`config.mk`:
```
export PLATFORM = sky130hd
export DESIGN_NAME = key_event
export DESIGN_NICKNAME = d
export VERILOG_FILES = /design/src/rtl/key_event.sv
export SDC_FILE = /design/constraint.sdc
export NUM_CORES = 1
export LEC_CHECK = 0
export CAP_MARGIN = 20
export CORE_ASPECT_RATIO = 0.75
export CORE_UTILIZATION = 35
export CTS_BUF_LIST = sky130_fd_sc_hd__clkbuf_2 sky130_fd_sc_hd__clkbuf_4 sky130_fd_sc_hd__clkbuf_8
export DETAILED_ROUTE_END_ITERATION = 10
export HOLD_SLACK_MARGIN = 0.06
export PLACE_DENSITY_LB_ADDON = 0.08
export SLEW_MARGIN = 20
export SYNTH_ARGS = -nofsm -noshare
export SYNTH_HDL_FRONTEND = slang
export SYNTH_SLANG_ARGS = --single-unit
```
`constraint.sdc`:
```
create_clock -name clk_i -period 1.9 [get_ports clk_i]
set_input_delay 0.38 -clock clk_i [delete_from_list [all_inputs] [get_ports clk_i]]
set_output_delay 0.38 -clock clk_i [all_outputs]
set_load 0.05 [all_outputs]
```
`src/rtl/key_event.sv`:
```
// key_event: turns a debounced button level into PRESS / RELEASE / LONG /
// REPEAT events delivered through a single valid/ready output register.
// A dropped event (output busy and not accepted) sets a sticky overflow flag.
//
// Build option: define KEY_EVENT_REPEAT_EN to emit REPEAT events every
// REPEAT_CYCLES while the button stays held after a LONG event. Without it
// the LONG state only waits for release and code 11 is never produced.
module key_event #(
    parameter int unsigned LONG_PRESS_CYCLES = 50000000,
    parameter int unsigned REPEAT_CYCLES     = 10000000,
    parameter int unsigned CNT_W             = 32
) (
    input  logic       clk_i,
    input  logic       rst_ni,
    input  logic       button_i,
    output logic       evt_valid_o,
    input  logic       evt_ready_i,
    output logic [1:0] evt_code_o,
    output logic       pressed_o,
    output logic       overflow_o,
    input  logic       ovf_clr_i
);

    // Thresholds must fit the hold counter (values >= 2**32 cannot be
    // expressed by the parameter type, so wide counters always fit).
    localparam bit LONG_FITS = (CNT_W >= 32) ||
                               (64'(LONG_PRESS_CYCLES) < (64'd1 << CNT_W));
    localparam bit REP_FITS  = (CNT_W >= 32) ||
                               (64'(REPEAT_CYCLES) < (64'd1 << CNT_W));

    generate
        if (CNT_W < 1 || LONG_PRESS_CYCLES < 2 || REPEAT_CYCLES < 2 ||
            !LONG_FITS || !REP_FITS) begin : g_bad_params
            $error("key_event: illegal LONG_PRESS_CYCLES/REPEAT_CYCLES/CNT_W");
        end
    endgenerate

    localparam logic [CNT_W-1:0] LONG_LAST = CNT_W'(LONG_PRESS_CYCLES - 1);
`ifdef KEY_EVENT_REPEAT_EN
    localparam logic [CNT_W-1:0] REP_LAST  = CNT_W'(REPEAT_CYCLES - 1);
`endif

    typedef enum logic [1:0] {
        ST_IDLE,
        ST_HELD,
        ST_LONG
    } state_e;

    typedef enum logic [1:0] {
        EVT_PRESS   = 2'b00,
        EVT_RELEASE = 2'b01,
        EVT_LONG    = 2'b10,
        EVT_REPEAT  = 2'b11
    } evt_e;

    state_e           state_q, state_d;
    logic [CNT_W-1:0] cnt_q, cnt_d;
    logic             evt_valid_q, evt_valid_d;
    evt_e             evt_code_q, evt_code_d;
    logic             ovf_q, ovf_d;

    // Event produced by this cycle's transition, before the output handshake
    logic             new_evt;
    evt_e             new_code;

    // State, counter and output register; reset forces everything idle
    always_ff @(posedge clk_i or negedge rst_ni) begin
        if (!rst_ni) begin
            state_q     <= ST_IDLE;
            cnt_q       <= '0;
            evt_valid_q <= 1'b0;
            evt_code_q  <= EVT_PRESS;
            ovf_q       <= 1'b0;
        end else begin
            state_q     <= state_d;
            cnt_q       <= cnt_d;
            evt_valid_q <= evt_valid_d;
            evt_code_q  <= evt_code_d;
            ovf_q       <= ovf_d;
        end
    end

    // Next state, hold counter and the event each transition generates;
    // release is tested first so it wins over a coincident threshold match
    always_comb begin
        state_d  = state_q;
        cnt_d    = cnt_q;
        new_evt  = 1'b0;
        new_code = EVT_PRESS;
        unique case (state_q)
            ST_IDLE: begin
                cnt_d = '0;
                if (button_i) begin
                    state_d  = ST_HELD;
                    new_evt  = 1'b1;
                    new_code = EVT_PRESS;
                end
            end
            ST_HELD: begin
                if (!button_i) begin
                    state_d  = ST_IDLE;
                    cnt_d    = '0;
                    new_evt  = 1'b1;
                    new_code = EVT_RELEASE;
                end else if (cnt_q == LONG_LAST) begin
                    state_d  = ST_LONG;
                    cnt_d    = '0;
                    new_evt  = 1'b1;
                    new_code = EVT_LONG;
                end else begin
                    cnt_d = cnt_q + 1'b1;
                end
            end
            ST_LONG: begin
                if (!button_i) begin
                    state_d  = ST_IDLE;
                    cnt_d    = '0;
                    new_evt  = 1'b1;
                    new_code = EVT_RELEASE;
                end else begin
`ifdef KEY_EVENT_REPEAT_EN
                    if (cnt_q == REP_LAST) begin
                        cnt_d    = '0;
                        new_evt  = 1'b1;
                        new_code = EVT_REPEAT;
                    end else begin
                        cnt_d = cnt_q + 1'b1;
                    end
`else
                    cnt_d = '0;
`endif
                end
            end
            default: begin
                state_d = ST_IDLE;
                cnt_d   = '0;
            end
        endcase
    end

    // Output register handshake and sticky overflow flag
    always_comb begin
        evt_valid_d = evt_valid_q;
        evt_code_d  = evt_code_q;
        ovf_d       = ovf_q;
        if (new_evt && (!evt_valid_q || evt_ready_i)) begin
            evt_valid_d = 1'b1;
            evt_code_d  = new_code;
        end else if (evt_valid_q && evt_ready_i) begin
            evt_valid_d = 1'b0;
        end
        if (new_evt && evt_valid_q && !evt_ready_i) begin
            ovf_d = 1'b1;
        end else if (ovf_clr_i) begin
            ovf_d = 1'b0;
        end
    end

    assign evt_valid_o = evt_valid_q;
    assign evt_code_o  = evt_code_q;
    assign pressed_o   = (state_q != ST_IDLE);
    assign overflow_o  = ovf_q;

endmodule

```
==> metrics.yaml, run 1 <==
worst_setup_path:
  critical_path_buf_inv_count: 0
  rr_worst_depth: 5
  path_cells: "nand4_1, or4_4, or3_1, or4_1, a21oi_1"
  rrSetupSlack_ps: -190
  regToRegStartpoint: "cnt_q[9]"
  cp_slowest_cell: "or4_4"
  worstPathMaxFanout: 4
  slowest_delay_ps: 490
  cp.required_ps: 2110
  r2r-end: "cnt_q[31]"
  worstSetupPathType: "reg2reg"
  cp_top_family: "simple AND/OR/NAND/NOR gates"
  end_kind: "register"
  start_kind: "register"
  worstPathArrival_ps: 2300
floorplanning:
  dieHeight_um: 67.6
  rows: 23
  design.core.area_sq_um: 5440
  die_w_um: 89.4
  die_area_sq_um: 6040
  num_io_pins: 10
  initial_utilization_pct: 36.9
sta:
  fmax_ghz: 0.477
  setup_slack_ps: -195
  skew_ps: 2.49
  hold_viol_final: 0
  setup_tns_ps: -3690
  post-route-period-util_pct: 110
  slew_viol_final: 0
  tightest_slew_ps: 513
  setup-violations-final: 34
  whs_ps: 146
  fin_crit_ps: 2090
  slew-limit-headroom_pct: 65.8
  rsz0062_at_grt: "true"
global_routing:
  grt_start_max_net_pins: 39
  use_met1_pct: 25.8
  grt_pass1_vias: 1800
  grt_pass1_wl_um: 8480
  grt_busiest_layer: "met2"
  antenna_found_initial: 0
  met3_usage_pct: 4.03
  grtUsageTotal_pct: 19.2
  grt_overflow: 0
  gr-usage-met2_pct: 31.5
clocking:
  clk_path_buf_depth: 2
  cts_tree: "built"
  htreeDepth: 2
  clock-sinks: 38
  clock_latency_ps: 280
  cts_inserted_buffers: 5
  clockRootBuffer: "clkbuf_8"
  clk_pin_slew_ps: 70
  hold_buffers: 0
logic_synthesis:
  synth_area_per_cell_sq_um: 9.37
  ys_seq_elements: 38
  synth_area_sq_um: 2010
  ys_types: 34
  synthesis.nets: 224
  synthCells: 214
  ys_warn_count: 0
  ys_seq_area_share_pct: 47.4
final_layout:
  postLayoutCoreUtil_pct: 58.9
  final_area_sq_um: 3200
  fin_cells: 348
  diodes: 0
  layout-drive-gt1-share_pct: 43.6
  fill_cells: 442
  layout_common_cells: "41 x buf_4, 37 x dfrtp_1, 20 x nor2_4"
  final_nets: 284
  layout_commonest_cell: "buf_4"
  layout-area-overhead-vs-synth_pct: 59.8
job:
  cap_violations: 0
route:
  drt_wl_total_um: 5620
  drt_iter0_drc: 83
  viasPerCell: 5.08
  drt_pass1_iterations: 4
  wire_per_inst_um: 16.2
  postRouteAntennaNets: 0
  drc: 0
  num_vias: 1768
power_and_ir_drop:
  pwr-share-clk_pct: 22.1
  powerDensity_nw_per_um2: 765
  seqPwrFrac_pct: 36.3
  ir_drop_mv: 0.679
  p_sw_mw: 0.854
  total_power_mw: 2.45
  switching_share_pct: 34.9
  comb_power_share_pct: 41.6
  leakage_nw: 1.30
  p_int_mw: 1.60
hold_path:
  worstHoldPathType: "in2async"
place:
  port_buffers: 9
  dp.cells: 330
  dp_slack_ps: -207
  dpl_cell_area_sq_um: 2480
  place_congestion: 0.805
  dp_hpwl_um: 3490
run_status:
  violations: "setup timing"
  status: "finished with violations"
==> Yosys cell counts <==
master     number  area [sq um]
dfrtp_1        38           951
nor2_1         37           139
xnor2_1        22           193
inv_1          13          48.8
nand3_1        11          55.1
nor4_1         11          68.8
nand2_1        10          37.5
nand4_1         9          56.3
clkbuf_1        8          30.0
nor3_1          7          35.0
xor2_1          7          61.3
ha_1            5          62.6
and3_1          4          25.0
a21oi_1         3          15.0
and4_1          3          26.3
or3_1           3          18.8
or4_1           3          22.5
nand2b_1        2          12.5
nor2b_1         2          12.5
o31ai_1         2          15.0
a211o_1         1          8.76
a22o_1          1          8.76
buf_2           1          5.00
mux2_2          1          11.3
nand3_2         1          10.0
nor3b_1         1          7.51
nor4b_1         1          8.76
nor4bb_1        1          10.0
o211ai_1        1          7.51
o21ai_0         1          5.00
o221ai_1        1          8.76
o2bb2ai_1       1          8.76
o32ai_1         1          8.76
o41a_1          1          11.3
==> metal layers <==
layer / vias up / wire (um)
met3: 4 / 126
met1: 880 / 2690
met2: 25 / 2750
met5: - / 0
li1: 859 / -
met4: 0 / 54
==> cell type report <==
cell class | count | area [sq um] | share of cell area, %
Sequential cell | 38 | 952 | 29.7
Clock buffer | 6 | 82.6 | 2.58
Timing Repair Buffer | 62 | 606 | 18.9
Inverter | 13 | 48.8 | 1.52
Multi-Input combinational cell | 154 | 1420 | 44.4
Tap cell | 75 | 93.8 | 2.93
==> worst max-delay path by stage <==
stage                         from        end  slack, ps  cells after the start
after CTS                 cnt_q[8]  cnt_q[31]       -150                      5
after detailed placement  cnt_q[8]  cnt_q[31]       -210                      5
after floorplan           cnt_q[4]  cnt_q[31]       -140                      6
after global routing      cnt_q[9]  cnt_q[31]       -230                      5
after global placement    cnt_q[8]  cnt_q[31]       -190                      7
final                     cnt_q[9]  cnt_q[31]       -190                      5
==> power groups by stage <==
stage          clock, mW  sequential (mW)  combinational (mW)
4_1_cts            0.562            0.890               0.856
2_1_floorplan          0             1.01               0.266
3_3_place_gp           0            0.902               0.620
6_report           0.540            0.890                1.02
3_5_place_dp           0            0.906               0.631
5_1_grt            0.597            0.898                1.08
==> sequential cells by signal, indices dropped and copies added, names as in the netlist <==
name / count
overflow_o: 1
evt_valid_o: 1
evt_code_o: 2
state_q: 2
cnt_q: 32
==> cell families (layout without fill, tap and decap cells) <==
logic type      Yosys count  in the layout  share of synthesized area, %
compound gates           13             13                          4.87
xor+xnor                 29             29                          12.7
fa+ha+maj                 5              5                          3.12
buf+inv                  22             81                          4.18
flops                    38             38                          47.4
mux                       1              1                         0.561
simple gates            106            106                          27.2
==> worst reg2reg max path: stages, from the launching register on <==
cell and delay [ps]:
dfrtp_1 410, nand4_1 190, or4_4 490, or3_1 380
or4_1 400, a21oi_1 150
==> what timing repair did <==
action | 4_1_cts | 5_1_grt
endpoints found under the setup margin | 37 | 37
pin swaps | 16 | 30
cloned | 3 | 1
gates resized for setup | 28 | 76
buffers inserted | 7 | 3
(Power assumes the default switching activity.)
==> inputs of run 2 (changes only) <==
==> constraint.sdc (replaced) <==
create_clock -name clk_i -period 2.6 [get_ports clk_i]
set_input_delay 0.52 -clock clk_i [delete_from_list [all_inputs] [get_ports clk_i]]
set_output_delay 0.52 -clock clk_i [all_outputs]
set_load 0.05 [all_outputs]
==> run 2 against run 1 <==
  * The flow now finishes without violations
  * Sequential power is 26% lower
  * Wire length is 26% lower
  * Combinational power is 61% lower
  * Critical path depth stayed put
  * First-iteration DRC count is 28% higher
  * Register-to-register slack better by 450 ps
  * Hold slack better by 180 ps
  * Clock skew is 3.7 ps higher
  * Fmax is 11% lower
  * Flip-flop and latch count stayed put
  * Largest cell class unchanged
  * Largest power group is now sequential cells
==> metrics.yaml, run 2 (same netlist as run 1, synthesis figures left out) <==
run_status:
  status: "finished, final reports clean"
worst_setup_path:
  start_kind: "register"
  worstPathMaxFanout: 10  # +6
  worstSetupPathType: "reg2reg"
  end_kind: "register"
  rr_worst_depth: 5  # unchanged
  rrSetupSlack_ps: 260  # +450 ps
  r2r-end: "cnt_q[31]"
  cp.required_ps: 2810  # +700 ps
  regToRegStartpoint: "cnt_q[4]"
  worstPathArrival_ps: 2560  # +260 ps
final_layout:
  layout-drive-gt1-share_pct: 6.22  # -37 points
  largest_reg_flops: 32  # unchanged
  diodes: 0  # unchanged
  final_nets: 234  # -18%
  layout_common_cells: "38 x dfrtp_1, 37 x nor2_1, 22 x xnor2_1"
  layout_commonest_cell: "dfrtp_1"
  multiInputGateArea_sq_um: 971  # -32%
  final-seq-area_sq_um: 951  # -0.13%
  fill_cells: 531  # +20%
  fin_cells: 300  # -14%
  postLayoutCoreUtil_pct: 42.0  # -17 points
  layout-area-overhead-vs-synth_pct: 13.8
  regMostFlops: "cnt_q"
sta:
  tightest_slew_ps: 839  # +326 ps
  setup-violations-final: 0  # -100%
  slew_viol_final: 0  # unchanged
  post-route-period-util_pct: 90.1  # -20 points
  hold_viol_final: 0  # unchanged
  setup_slack_ps: 257  # +451 ps
  rsz0062_at_grt: "false"
  setup_tns_ps: 0  # +3690 ps
  skew_ps: 6.16  # +3.68 ps
  slew-limit-headroom_pct: 44.1  # -22 points
  fin_crit_ps: 2340  # +249 ps
  fmax_ghz: 0.427  # -11%
floorplanning:
  die_w_um: 89.4  # unchanged
  design.core.area_sq_um: 5440  # unchanged
  num_io_pins: 10  # unchanged
  initial_utilization_pct: 36.9  # unchanged
  rows: 23  # unchanged
  dieHeight_um: 67.6  # unchanged
  die_area_sq_um: 6040  # unchanged
clocking:
  clk_pin_slew_ps: 80  # about the same
  clk_path_buf_depth: 2  # unchanged
  htreeDepth: 2  # unchanged
  clock-sinks: 38  # unchanged
  cts_inserted_buffers: 5  # unchanged
  cts_resized: 0  # -100%
  cts_tree: "built"
  hold_buffers: 0  # unchanged
  clockRootBuffer: "clkbuf_8"
  clock_latency_ps: 290  # about the same
  cts_setup_buffers: 0  # -7
place:
  dp_slack_ps: 312  # +519 ps
  place_congestion: 0.778  # -3.3%
  dp.cells: 292  # -12%
  port_buffers: 9  # unchanged
  dp_hpwl_um: 2890  # -17%
route:
  num_vias: 1521  # -14%
  drt_wl_total_um: 4160  # -26%
  drc: 0  # unchanged
  viasPerCell: 5.07  # -0.21%
  postRouteAntennaNets: 0  # unchanged
  wire_per_inst_um: 13.9  # -14%
  drt_iter0_drc: 106  # +28%
  drt_pass1_iterations: 4  # unchanged
power_and_ir_drop:
  powerDensity_nw_per_um2: 648  # -15%
  leakage_nw: 0.857  # -34%
  ir_drop_mv: 0.411  # -39%
global_routing:
  grt_pass1_vias: 1537  # -15%
  grt_overflow: 0  # unchanged
  grtUsageTotal_pct: 16.8  # -2.4 points
  grt_start_max_net_pins: 39  # unchanged
  grt_pass1_wl_um: 7490  # -12%
  antenna_found_initial: 0  # unchanged
job:
  cap_violations: 0  # unchanged
hold_path:
  worstHoldPathType: "in2async"
-- run 2: final cells by class --
type                    instances  share of cell area (%)
multi-input cells             154                    42.5
repair buffers                 12                    5.37
inverters                      13                    2.14
flip-flops and latches         38                    41.7
well taps                      75                    4.11
clock buffers                   6                    3.62
clock inverters                 2                   0.548
-- run 2: worst max path at each step --
stage          startpoint         to  cells after the start
6_report         cnt_q[4]  cnt_q[31]                      5
5_1_grt          cnt_q[4]  cnt_q[31]                      5
4_1_cts        state_q[0]  pressed_o                      4
3_5_place_dp     cnt_q[4]  cnt_q[31]                      5
2_1_floorplan    cnt_q[4]  cnt_q[31]                      6
3_3_place_gp     cnt_q[4]  cnt_q[31]                      5
-- run 2: per-layer routing --
layer  track usage [%]  share of wire, %  vias to the layer above
met5                 0                 0                        -
met4              4.76               1.1                        0
met3              4.40               2.9                        5
met2              26.1                43                       16
met1              23.0                53                      737
li1                  -                 -                      763
-- run 2: metrics by stage --
| stage | hold WS [ps] | power (mW) | cell area (sq um) |
|---|---|---|---|
| 2_1_floorplan | 224 | 0.932 | 2010 |
| 3_3_place_gp | 468 | 1.06 | 2180 |
| 3_5_place_dp | 485 | 1.07 | 2180 |
| 4_1_cts | 361 | 1.50 | 2280 |
| 5_1_grt | 392 | 1.57 | 2280 |
| 6_report | 325 | 1.48 | 2280 |
-- run 2: worst max-delay path: stages (launching register included) --
cell	delay (ps)
dfrtp_1	450
nand3_2	130
or4_1	710
or3_1	450
or4_1	400
a21oi_1	140
-- run 2: report_power, final --
part | switching (mW) | total [mW] | internal, mW
Sequential | 0.0281 | 0.655 | 0.627
Clock | 0.212 | 0.425 | 0.213
Combinational | 0.260 | 0.399 | 0.140
Total | 0.499 | 1.48 | 0.980
==> inputs of run 3 (changes only) <==
--- a/config.mk
+++ b/config.mk
@@ -5,7 +5,9 @@
 export SDC_FILE = /design/constraint.sdc
 export NUM_CORES = 1
 export LEC_CHECK = 0
-export CAP_MARGIN = 20
+export CAP_MARGIN = 30
+export CELL_PAD_IN_SITES_DETAIL_PLACEMENT = 1
+export CELL_PAD_IN_SITES_GLOBAL_PLACEMENT = 1
 export CORE_ASPECT_RATIO = 0.75
 export CORE_UTILIZATION = 35
 export CTS_BUF_LIST = sky130_fd_sc_hd__clkbuf_2 sky130_fd_sc_hd__clkbuf_4 sky130_fd_sc_hd__clkbuf_8
==> run 3 against run 2 <==
  * Non-clock buffer count is 2 higher
  * Clock power up 16%
  * Register-to-register slack about the same
  * Hold slack got worse by 140 ps
  * Global-route usage is 1.3 points higher
  * Sequential power hardly changed
  * Critical path type is now reg2out
  * First-iteration DRC count fell by 20%
==> metrics.yaml, run 3 (same netlist as run 1, synthesis figures left out) <==
final_layout:
  regMostFlops: "cnt_q"
  layout_commonest_cell: "dfrtp_1"
  layout_common_cells: "38 x dfrtp_1, 37 x nor2_1, 22 x xnor2_1"
  largest_reg_flops: 32  # unchanged
  fill_cells: 617  # +16%
  final_nets: 236  # +0.85%
  layout-drive-gt1-share_pct: 7.05  # +0.83 points
  layout-area-overhead-vs-synth_pct: 16.1
  diodes: 0  # unchanged
clocking:
  clk_path_buf_depth: 2  # unchanged
  clock_latency_ps: 290  # about the same
  cts_setup_buffers: 0  # unchanged
  cts_resized: 0  # unchanged
  cts_inserted_buffers: 5  # unchanged
  clockRootBuffer: "clkbuf_8"
  clock-sinks: 38  # unchanged
  cts_tree: "built"
  htreeDepth: 2  # unchanged
  hold_buffers: 0  # unchanged
  clk_pin_slew_ps: 80  # about the same
global_routing:
  gr-usage-met2_pct: 27.1  # +0.95 points
  grt_pass1_wl_um: 7910  # +5.5%
  met3_usage_pct: 4.65  # +0.24 points
  use_met1_pct: 25.5  # +2.5 points
  grt_start_max_net_pins: 39  # unchanged
  grt_overflow: 0  # unchanged
  grt_pass1_vias: 1601  # +4.2%
  grt_busiest_layer: "met2"
  grtUsageTotal_pct: 18.0  # +1.3 points
  antenna_found_initial: 0  # unchanged
floorplanning:
  design.core.area_sq_um: 5440  # unchanged
  num_io_pins: 10  # unchanged
  initial_utilization_pct: 36.9  # unchanged
  die_w_um: 89.4  # unchanged
  dieHeight_um: 67.6  # unchanged
  die_area_sq_um: 6040  # unchanged
  rows: 23  # unchanged
worst_setup_path:
  worstPathMaxFanout: 4  # -6
  crit_top_cell: "inv_1"
  cp_slowest_cell: "clkdlybuf4s50_1"
  cp_top_family: "buffers and inverters"
  worstPathArrival_ps: 1980  # -580 ps
  slowest_delay_ps: 820  # +110 ps
  rrSetupSlack_ps: 260  # about the same
  start_kind: "register"
  worstSetupPathType: "reg2out"
  end_kind: "output pin"
  cp.required_ps: 2080  # -730 ps
  critical_path_buf_inv_count: 3  # +3
  path_cells: "inv_1, ha_1, inv_1, clkdlybuf4s50_1"
route:
  drt_wl_total_um: 4710  # +13%
  num_vias: 1574  # +3.5%
  viasPerCell: 5.21  # +2.8%
  postRouteAntennaNets: 0  # unchanged
  wire_per_inst_um: 15.6  # +13%
  drt_iter0_drc: 85  # -20%
  drt_pass1_iterations: 4  # unchanged
  drc: 0  # unchanged
sta:
  setup-violations-final: 0  # unchanged
  skew_ps: 5.25  # -0.909 ps
  slew_viol_final: 0  # unchanged
  whs_ps: 181  # -144 ps
  fin_crit_ps: 2500  # +153 ps
  slew-limit-headroom_pct: 57.5  # +13 points
  fmax_ghz: 0.401  # -6.1%
  setup_tns_ps: 0  # unchanged
  hold_viol_final: 0  # unchanged
  post-route-period-util_pct: 96.0  # +5.9 points
  rsz0062_at_grt: "false"
  tightest_slew_ps: 629  # -210 ps
run_status:
  status: "finished, final reports clean"
power_and_ir_drop:
  leakage_nw: 0.875  # +2.1%
  ir_drop_mv: 0.479  # +17%
  powerDensity_nw_per_um2: 673  # +3.8%
place:
  dp_hpwl_um: 3360  # +16%
  place_congestion: 0.770  # -1.1%
  port_buffers: 9  # unchanged
hold_path:
  worstHoldPathType: "in2async"
job:
  cap_violations: 0  # unchanged
## run 3: cell count changes in the layout (fill, tap and decap cells not counted), sizes merged
cell           delta
buf               +2
bufinv            +1
clkbuf            -1
clkdlybuf4s50     +1
clkinv            +1
clkinvlp          -1
dlymetal6s2s      -1
## run 3: cell type report
type / count / area [sq um] / area share [%]
multi-input cells: 154 / 971 / 41.7
flip-flops and latches: 38 / 951 / 40.8
repair buffers: 14 / 155 / 6.66
well taps: 75 / 93.8 / 4.03
clock buffers: 5 / 68.8 / 2.96
inverters: 13 / 48.8 / 2.10
clock inverters: 3 / 40.0 / 1.72
## run 3: final timing paths
path	start	to	depth (start not counted)
setup / recovery	state_q[1]	pressed_o	4
hold reg to reg	evt_code_o[1]	evt_code_o[1]	1
setup reg to reg	cnt_q[4]	cnt_q[31]	5
max in group asynchronous	rst_ni	cnt_q[19]	2
hold / removal	rst_ni	cnt_q[14]	1
min in group clk_i	evt_code_o[1]	evt_code_o[1]	1
## run 3: where the power goes
group	internal, mW	switching (mW)
combinational	0.146	0.271
sequential	0.627	0.0293
clock	0.282	0.210
## run 3: metal layers
metal | vias up | part of all wire, % | wire length, um
met4 | 0 | 1.2 | 56
met1 | 792 | 52 | 2440
li1 | 759 | - | -
met5 | - | 0 | 0
met2 | 16 | 44 | 2090
met3 | 7 | 2.8 | 132
## run 3: through the flow
| step | power, mW | setup slack (ps) | std cells | util (%) | cell area [sq um] |
|---|---|---|---|---|---|
| 3_3_place_gp | 1.06 | 368 | 293 | 40.3 | 2190 |
| 2_1_floorplan | 0.932 | 493 | 214 | - | 2010 |
| 3_5_place_dp | 1.08 | 283 | 293 | 40.3 | 2190 |
| 4_1_cts | 1.58 | 114 | 301 | 42.3 | 2300 |
| 5_1_grt | 1.65 | 21.8 | 302 | 42.8 | 2330 |
| 6_report | 1.57 | 103 | 302 | 42.8 | 2330 |
